==> src/rtl/ay_pkg.sv <==
// Shared definitions for the AY write sequencer.
//   ay_state_e   : sequencer FSM states
//   AY_PORT_*    : value of the AY glue `address` line for each port
//   HOLD_W       : width of the per-phase ce hold counter
package ay_pkg;

   typedef enum logic [1:0] {
      IDLE    = 2'd0,
      ADDR    = 2'd1,
      DATA    = 2'd2,
      RESTORE = 2'd3
   } ay_state_e;

   localparam logic AY_PORT_DATA = 1'b0;
   localparam logic AY_PORT_ADDR = 1'b1;

   localparam int unsigned HOLD_W = 4;

endpackage

==> src/rtl/ay_phase_timer.sv <==
// Counts `ce` pulses for one sequencer bus phase.
//   clk, reset_n : clock, async active-low reset
//   clear        : zero the count (phase change or CPU abort)
//   en           : count enable (sequencer owns the bus)
//   ce           : AY clock enable strobe
//   done         : the HOLD_CE-th counted pulse is present this clk
module ay_phase_timer
   import ay_pkg::*;
#(
   parameter int unsigned HOLD_CE = 2
) (
   input  logic clk,
   input  logic reset_n,
   input  logic clear,
   input  logic en,
   input  logic ce,
   output logic done
);

   localparam logic [HOLD_W-1:0] TERM = HOLD_W'(HOLD_CE - 1);

   logic [HOLD_W-1:0] cnt_q;

   // done is combinational so the phase ends on the edge that samples the last pulse
   assign done = en && ce && (cnt_q == TERM);

   always_ff @(posedge clk or negedge reset_n) begin
      if (!reset_n) begin
         cnt_q <= '0;
      end else if (clear || done) begin
         cnt_q <= '0;
      end else if (en && ce) begin
         cnt_q <= cnt_q + 1'b1;
      end
   end

endmodule

==> src/rtl/ay_write_sequencer.sv <==
// Injects AY register writes from a non-CPU requester between CPU accesses.
// Each request becomes an address-latch phase, a data-write phase and a
// phase restoring the CPU's last latched AY address.
//   clk, reset_n                    : clock, async active-low reset
//   ce                              : AY clock enable
//   cpu_address/data/wren/rden      : CPU port 14/15 access (always has priority)
//   req_valid, req_reg, req_data    : injected write request
//   req_ready                       : one-clk pulse when the data phase completes
//   ay_address/data/wren/rden       : AY glue bus
//   busy                            : sequencer not idle
// Optional: AY_SEQ_SKIP_REDUNDANT_EN skips ADDR/RESTORE phases whose address
// is already latched in the AY.
//
// state   | meaning
// IDLE    | no drive, waiting for a request
// ADDR    | latching requested register number (address port)
// DATA    | writing requested value (data port)
// RESTORE | re-latching the CPU's shadow address
module ay_write_sequencer
   import ay_pkg::*;
#(
   parameter int unsigned HOLD_CE = 2
) (
   input  logic       clk,
   input  logic       reset_n,
   input  logic       ce,
   input  logic       cpu_address,
   input  logic [7:0] cpu_data,
   input  logic       cpu_wren,
   input  logic       cpu_rden,
   input  logic       req_valid,
   input  logic [7:0] req_reg,
   input  logic [7:0] req_data,
   output logic       req_ready,
   output logic       ay_address,
   output logic [7:0] ay_data,
   output logic       ay_wren,
   output logic       ay_rden,
   output logic       busy
);

   ay_state_e  state_q, state_d;
   logic [7:0] reg_q, reg_d;
   logic [7:0] val_q, val_d;
   logic [7:0] shadow_q, shadow_d;
   logic       seq_addr_q, seq_addr_d;
   logic [7:0] seq_data_q, seq_data_d;
   logic       seq_wren_q, seq_wren_d;
   logic       req_ready_q, req_ready_d;
`ifdef AY_SEQ_SKIP_REDUNDANT_EN
   logic [7:0] cur_addr_q;
`endif

   logic cpu_strobe, cpu_addr_wr, accept, done, tmr_clear;

   assign cpu_strobe  = cpu_wren || cpu_rden;
   assign cpu_addr_wr = cpu_wren && (cpu_address == AY_PORT_ADDR);

   // Clearing while the CPU owns the bus makes every abort restart its phase fresh.
   assign tmr_clear = cpu_strobe || (state_d != state_q);

   ay_phase_timer #(.HOLD_CE(HOLD_CE)) u_timer (
      .clk     (clk),
      .reset_n (reset_n),
      .clear   (tmr_clear),
      .en      (!cpu_strobe && (state_q != IDLE)),
      .ce      (ce),
      .done    (done)
   );

   always_comb begin
      state_d     = state_q;
      req_ready_d = 1'b0;
      unique case (state_q)
         IDLE: begin
            if (req_valid && !cpu_strobe) begin
               state_d = ADDR;
`ifdef AY_SEQ_SKIP_REDUNDANT_EN
               if (req_reg == cur_addr_q) state_d = DATA;
`endif
            end
         end
         ADDR: begin
            // CPU collisions simply hold ADDR; the timer is cleared meanwhile
            if (done) state_d = DATA;
         end
         DATA: begin
            if (cpu_addr_wr) begin
               state_d = ADDR;
            end else if (done) begin
               req_ready_d = 1'b1;
               state_d     = RESTORE;
`ifdef AY_SEQ_SKIP_REDUNDANT_EN
               if (cur_addr_q == shadow_q) state_d = IDLE;
`endif
            end
         end
         RESTORE: begin
            // a CPU address write already re-latched the address it wants
            if (cpu_addr_wr || done) state_d = IDLE;
         end
         default: state_d = IDLE;
      endcase
   end

   assign accept   = (state_q == IDLE) && (state_d != IDLE);
   assign reg_d    = accept ? req_reg : reg_q;
   assign val_d    = accept ? req_data : val_q;
   assign shadow_d = cpu_addr_wr ? cpu_data : shadow_q;

   always_comb begin
      seq_addr_d = 1'b0;
      seq_data_d = 8'h00;
      seq_wren_d = 1'b0;
      unique case (state_d)
         ADDR: begin
            seq_addr_d = AY_PORT_ADDR;
            seq_data_d = reg_d;
            seq_wren_d = 1'b1;
         end
         DATA: begin
            seq_addr_d = AY_PORT_DATA;
            seq_data_d = val_d;
            seq_wren_d = 1'b1;
         end
         RESTORE: begin
            seq_addr_d = AY_PORT_ADDR;
            seq_data_d = shadow_d;
            seq_wren_d = 1'b1;
         end
         default: ;
      endcase
   end

   always_ff @(posedge clk or negedge reset_n) begin
      if (!reset_n) begin
         state_q     <= IDLE;
         reg_q       <= 8'h00;
         val_q       <= 8'h00;
         shadow_q    <= 8'h00;
         seq_addr_q  <= 1'b0;
         seq_data_q  <= 8'h00;
         seq_wren_q  <= 1'b0;
         req_ready_q <= 1'b0;
`ifdef AY_SEQ_SKIP_REDUNDANT_EN
         cur_addr_q  <= 8'h00;
`endif
      end else begin
         state_q     <= state_d;
         reg_q       <= reg_d;
         val_q       <= val_d;
         shadow_q    <= shadow_d;
         seq_addr_q  <= seq_addr_d;
         seq_data_q  <= seq_data_d;
         seq_wren_q  <= seq_wren_d;
         req_ready_q <= req_ready_d;
`ifdef AY_SEQ_SKIP_REDUNDANT_EN
         if (cpu_addr_wr) begin
            cur_addr_q <= cpu_data;
         end else if (state_q == ADDR && done) begin
            cur_addr_q <= reg_q;
         end else if (state_q == RESTORE && done) begin
            cur_addr_q <= shadow_q;
         end
`endif
      end
   end

   // CPU access wins combinationally; sequencer drive is registered
   assign ay_address = cpu_strobe ? cpu_address : seq_addr_q;
   assign ay_data    = cpu_strobe ? cpu_data    : seq_data_q;
   assign ay_wren    = cpu_strobe ? cpu_wren    : seq_wren_q;
   assign ay_rden    = cpu_strobe ? cpu_rden    : 1'b0;
   assign req_ready  = req_ready_q;
   assign busy       = (state_q != IDLE);

endmodule

==> config.mk <==
export PLATFORM = sky130hd
export DESIGN_NAME = ay_write_sequencer
export DESIGN_NICKNAME = d
export VERILOG_FILES = /design/src/rtl/ay_pkg.sv /design/src/rtl/ay_phase_timer.sv /design/src/rtl/ay_write_sequencer.sv
export SDC_FILE = /design/constraint.sdc
export NUM_CORES = 1
export LEC_CHECK = 0
export CAP_MARGIN = 20
export CORE_MARGIN = 3
export CORE_UTILIZATION = 46
export DETAILED_ROUTE_END_ITERATION = 12
export PLACE_DENSITY = 0.74
export SYNTH_ARGS = -nofsm -noshare
export SYNTH_HDL_FRONTEND = slang
export SYNTH_HIERARCHICAL = 1
export SYNTH_SLANG_ARGS = --single-unit
==> constraint.sdc <==
create_clock -name clk -period 3.6 [get_ports clk]
set_input_delay 0.72 -clock clk [delete_from_list [all_inputs] [get_ports clk]]
set_output_delay 0.72 -clock clk [all_outputs]
set_load 0.02 [all_outputs]
# == After elaboration in Yosys (flattened, before gate mapping) ==
# Index checks and enable logic that the tools add are counted.
# word_totals
register_bits,41
inputBits,31
out_inout_bits,13
elab_cells,56
# classes
n_addsub,1
n_eq_ne,8
mux,21
n_reduce_logical,17
# ops
operator,count
$mux 8,4
$pmux 8 s3,1
$mux 2,5
$eq 2x2->1 const B,4
$mux 1,8
$mux 4,2
$pmux 2 s4,1
$logic_and 1x1->1,6
$reduce_bool 2->1,3
$add 4x1->4 const B,1
$eq 2x1->1 const B,2
$eq 4x1->1 const B,1
$logic_or 1x1->1,4
$reduce_or 3->1,1
$logic_not 2->1,1
$ne 2x2->1,1
$reduce_or 2->1,1
$logic_not 1->1,1

# == Logic depth before layout (Yosys ltp) ==
# depth
ltp_word,12
ltp_mapped,11
mapped_depth_nobuf,9

# == By module ==
# The synthesis kept the hierarchy.
# modules_own_cells
module,instances,cells_per_inst,area_each_um2,seq_area_each_um2
ay_write_sequencer,1,141,1709.1,900.9
ay_phase_timer,1,23,229.0,100.1

# == Worst setup path before layout ==
# OpenSTA, ideal clock, no wires.
# synth_path
path_type,input to register
from,input port cpu_wren
to,register seq_data_q[2]
setup_ps,101
t_arrival_ps,2742
required_time_ps,3499
setup_slack_ps,757
cell_stages,11
n_path_buf,3
cell_sequence,buf_6 > nor2_1 > buf_1 > and2_1 > nand4b_1 > nor2_1 > nand2_1 > mux2_4 > clkbuf_1 > nor2_1 > o32ai_1
# synth_between
elab_chain_len,12
elab_cells_between_ends,23
cone_classes,eq/ne (3); mux (10); reduce/logical (10)
# synth_rtl
element,line_no,rtl
start: declaration,ay_write_sequencer.sv:29,"input logic cpu_wren,"
$logic_or 1x1->1 *,ay_write_sequencer.sv:56,assign cpu_strobe = cpu_wren || cpu_rden;
$logic_not 1->1 *,ay_write_sequencer.sv:66,".en (!cpu_strobe && (state_q != IDLE)),"
$logic_and 1x1->1 *,ay_write_sequencer.sv:66,
$logic_and 1x1->1 * (2 in series),ay_phase_timer.sv:25,assign done = en && ce && (cnt_q == TERM);
net done,ay_write_sequencer.sv:54,"logic cpu_strobe, cpu_addr_wr, accept, done, tmr_clear;"
$mux 2 / $logic_or 1x1->1 (equally long branches),"ay_write_sequencer.sv:90, ay_write_sequencer.sv:100",
$mux 2 (on tied branches),"ay_write_sequencer.sv:88, ay_write_sequencer.sv:100",
$pmux 2 s4 *,ay_write_sequencer.sv:74,unique case (state_q)
$reduce_bool 2->1,ay_write_sequencer.sv:106,assign accept = (state_q == IDLE) && (state_d != IDLE);
$logic_and 1x1->1,ay_write_sequencer.sv:106,
$mux 8 (on tied branches),"ay_write_sequencer.sv:108, ay_write_sequencer.sv:107",
$pmux 8 s3 *,ay_write_sequencer.sv:115,unique case (state_d)
net seq_data_d[2],ay_write_sequencer.sv:47,"logic [7:0] seq_data_q, seq_data_d;"
end signal: assignment,ay_write_sequencer.sv:154,seq_data_q <= seq_data_d;
end: declaration,ay_write_sequencer.sv:47,
# Mark *: on every way through the listed nets, which the timed path passes. The rest lies on a longest branch.
# A chain may end at the register's enable or synchronous reset.

# == Worst setup path after layout ==
# layout_path
from,input port cpu_rden
to,output port ay_data[6]
# layout_between
elab_chain_len,2
# layout_rtl
element,line_no,rtl
start: declaration,ay_write_sequencer.sv:30,"input logic cpu_rden,"
$logic_or 1x1->1,ay_write_sequencer.sv:56,
$mux 8,ay_write_sequencer.sv:171,assign ay_data = cpu_strobe ? cpu_data : seq_data_q;
end: declaration,ay_write_sequencer.sv:36,"output logic [7:0] ay_data,"
# No other way between the ends.

==> flow_summary.json <==
{
  "io_buffers": 43,
  "cp_num_cells": 5,
  "p_per_area_nw_per_um2": 578,
  "dieArea_um2": 5030,
  "hold_class": "reg2reg",
  "crit_buf_inv": 3,
  "outcome": "finished, final reports clean",
  "vias_per_cell": 5.65,
  "synth_xor_area_share_pct": 0.904,
  "r2r_start": "seq_addr_q$_DFF_PN0_",
  "cts-resized-gates": 0,
  "cpLargestDelayFamily": "buffers and inverters",
  "worst_path_most_repeated_cell": "clkdlybuf4s50_1",
  "setup_viol_count_final": 0,
  "cts_setup_buffers": 0,
  "ys_ff_latch": 40,
  "detail-route-antenna-nets": 0,
  "grt_pass1_wl_mm": 7.02,
  "die_w_um": 70.9,
  "cts_made_buffers": 5,
  "p_seq_share_pct": 46.9,
  "synth_common_cells": "dfrtp_1 (40), mux2_2 (25), nor2_1 (13)",
  "synthAdderAreaFrac_pct": 1.29,
  "slew_viol_final": 0,
  "ys.flop_type": "dfrtp_1",
  "antenna_found_initial": 0,
  "grt_remaining_overflow": 0,
  "p_clk_share_pct": 21.0,
  "layout-drive-gt1-share_pct": 22.7,
  "ctsHoldBuffers": 0,
  "worst-path-max-fanout": 4,
  "synth-warning-count": 6,
  "first_pass_iters": 5,
  "final_nets": 243,
  "setup_tns_ns": 0,
  "vias": 1463,
  "clkLatencyLatePin_ns": 0.29,
  "hold_viol": 0,
  "crit_slowest_cell": "clkdlybuf4s50_1",
  "grt_start_max_net_pins": 41,
  "critical_path_required_ns": 2.88,
  "p_comb_share_pct": 32.1,
  "syn_area_per_cell_um2": 11.8,
  "yosysUniqueCellTypes": 36,
  "end_kind": "output port",
  "cp_cell_sequence": "clkdlybuf4s50_1 > nor2_1 > buf_4 > mux2_2 > clkdlybuf4s50_1",
  "synth_compound_area_share_pct": 13.9,
  "fin_crit_ns": 3.16,
  "drv_cap": 0,
  "peakVddDrop_uv": 366,
  "async_reset_ff_share_pct": 100,
  "r2r_slack_ns": 1.03,
  "ys_seq_area_share_pct": 51.6,
  "regToRegEndpoint": "seq_data_q[1]$_DFF_PN0_",
  "drc": 0,
  "cts_root_buffer": "clkbuf_8",
  "synth_edf_count": 0,
  "grt_pass1_vias": 1463,
  "swShare_pct": 30.4,
  "synth_area_leader_cell": "dfrtp_1",
  "antenna_cells": 0,
  "fin_skew_ns": 0.00739,
  "reg2regPathDepth": 9,
  "num_rows": 22,
  "htreeDepth": 2,
  "initial_core_util_pct": 50.3,
  "clkSlewWorstSetupHoldPaths_ns": 0.08,
  "dp.cells": 251,
  "cts_tree": "built",
  "path_class": "in2out",
  "cts_sinks": 40,
  "io_pins": 44,
  "synth_nets": 197,
  "p_leak_nw": 1.10,
  "avgRoutedWirePerCell_um": 16.2,
  "worstPathArrival_ns": 2.44,
  "design.core.area_um2": 3850,
  "ys_top_cells_by_area": "dfrtp_1 (52%), mux2_2 (15%), o32ai_1 (3.6%)",
  "syn_inst": 164,
  "intPower_mw": 1.00,
  "hold_path_startpoint": "reg_q[0]$_DFF_PN0_",
  "instances_no_fill": 259,
  "synth.most_common_cell": "dfrtp_1",
  "synth_mux_area_share_pct": 15.3,
  "synth_area_um2": 1940,
  "relSlewSlack_pct": 41.2,
  "rsz0062_at_grt": "no",
  "synth_top_family_by_area": "multiplexers",
  "min_period_over_period_pct": 87.9,
  "drt-initial-drc-count": 116,
  "cp-start-kind": "input pin",
  "max_freq_mhz": 316,
  "drt-total-wl_mm": 4.19,
  "cts_buffer_depth": 2,
  "hold_path_end": "reg_q[0]$_DFF_PN0_",
  "gp_congestion": 0.779,
  "tightestPinTransition_ns": 0.882,
  "hold_slack_ns": 0.483,
  "synth-simple-area-share_pct": 13.4,
  "yosys.area.top_type_share_pct": 51.6,
  "power_switching_mw": 0.439,
  "grtUsageTotal_pct": 17.8,
  "die_y_um": 70.9,
  "dp_hpwl_mm": 3.11,
  "syn_to_final_growth_pct": 29.0,
  "whs_path_depth": 1,
  "cpPeakStageDelay_ns": 0.56
}
## cells in the final DEF, fill, tap and decap left out
master	count
nand4b_1	1
o22ai_1	1
a21bo_1	1
mux2_4	1
a2bb2oi_2	1
mux2_2	25
o21bai_1	1
clkdlybuf4s50_1	42
dfrtp_1	40
o32ai_1	8
inv_2	1
a211oi_1	9
nand2_2	2
and3_1	8
clkinv_2	2
or3_1	1
nand3_2	1
xnor2_1	1
nor3b_1	1
a21oi_1	3
nor4_4	1
nor2_1	13
and2_4	1
nand3_1	9
xor2_1	1
o21ai_0	1
inv_1	3
a31oi_1	1
ha_1	2
nand2_1	4
buf_2	1
and2_1	2
nand2b_1	1
buf_4	5
or2_2	1
clkbuf_8	6
a21o_1	9
## area by class of cell
| cell class | count | area (µm²) |
|---|---|---|
| flip-flops and latches | 40 | 1000 |
| repair buffers | 48 | 463 |
| clock inverters | 2 | 10.0 |
| multi-input cells | 111 | 868 |
| clock buffers | 6 | 82.6 |
| inverters | 4 | 15.0 |
| well taps | 48 | 60.1 |
| fillers | 314 | 1350 |
## cell families after synthesis
logic type / count (synthesis)
simple gates: 46
flops: 40
compound gates: 35
mux: 26
buf+inv: 13
xor+xnor: 2
fa+ha+maj: 2
## layer usage
metal | GRT usage [%] | part of all wire [%] | vias to the layer above
met2 | 27.2 | 48 | 56
met3 | 4.55 | 6.5 | 12
met4 | 8.14 | 2.4 | 0
li1 | - | - | 690
met5 | 0 | 0 | -
met1 | 24.0 | 43 | 705
## power by group through the flow
stage	combinational, mW	sequential [mW]	clock (mW)
2_1_floorplan	0.335	0.644	0
3_3_place_gp	0.444	0.675	0
3_5_place_dp	0.462	0.683	0
4_1_cts	0.464	0.675	0.310
5_1_grt	0.500	0.693	0.332
6_report	0.464	0.677	0.303
## per-stage QoR
stage	power (mW)	util [%]	instance area [µm²]	setup WS, ns
floorplan	0.979	-	1940	0.757
global placement	1.12	62.5	2410	0.378
detailed placement	1.15	62.5	2410	0.229
CTS	1.45	64.9	2500	0.428
global route	1.52	64.9	2500	0.211
finish	1.44	64.9	2500	0.436
## worst max path at each step
stage | from | to
2_1_floorplan | cpu_wren | seq_data_q[2]$_DFF_PN0_
3_3_place_gp | cpu_rden | seq_data_q[5]$_DFF_PN0_
3_5_place_dp | cpu_rden | seq_data_q[1]$_DFF_PN0_
4_1_cts | cpu_rden | ay_data[6]
5_1_grt | cpu_rden | seq_data_q[1]$_DFF_PN0_
6_report | cpu_rden | ay_data[6]
## sequential cells by signal (all words and copies together) (netlist names)
name           flops
reg_q              8
val_q              8
seq_data_q         8
req_ready          1
shadow_q           8
u_timer/cnt_q      4
state_q            1
seq_addr_q         1
seq_wren_q         1
(Power assumes the default switching activity.)
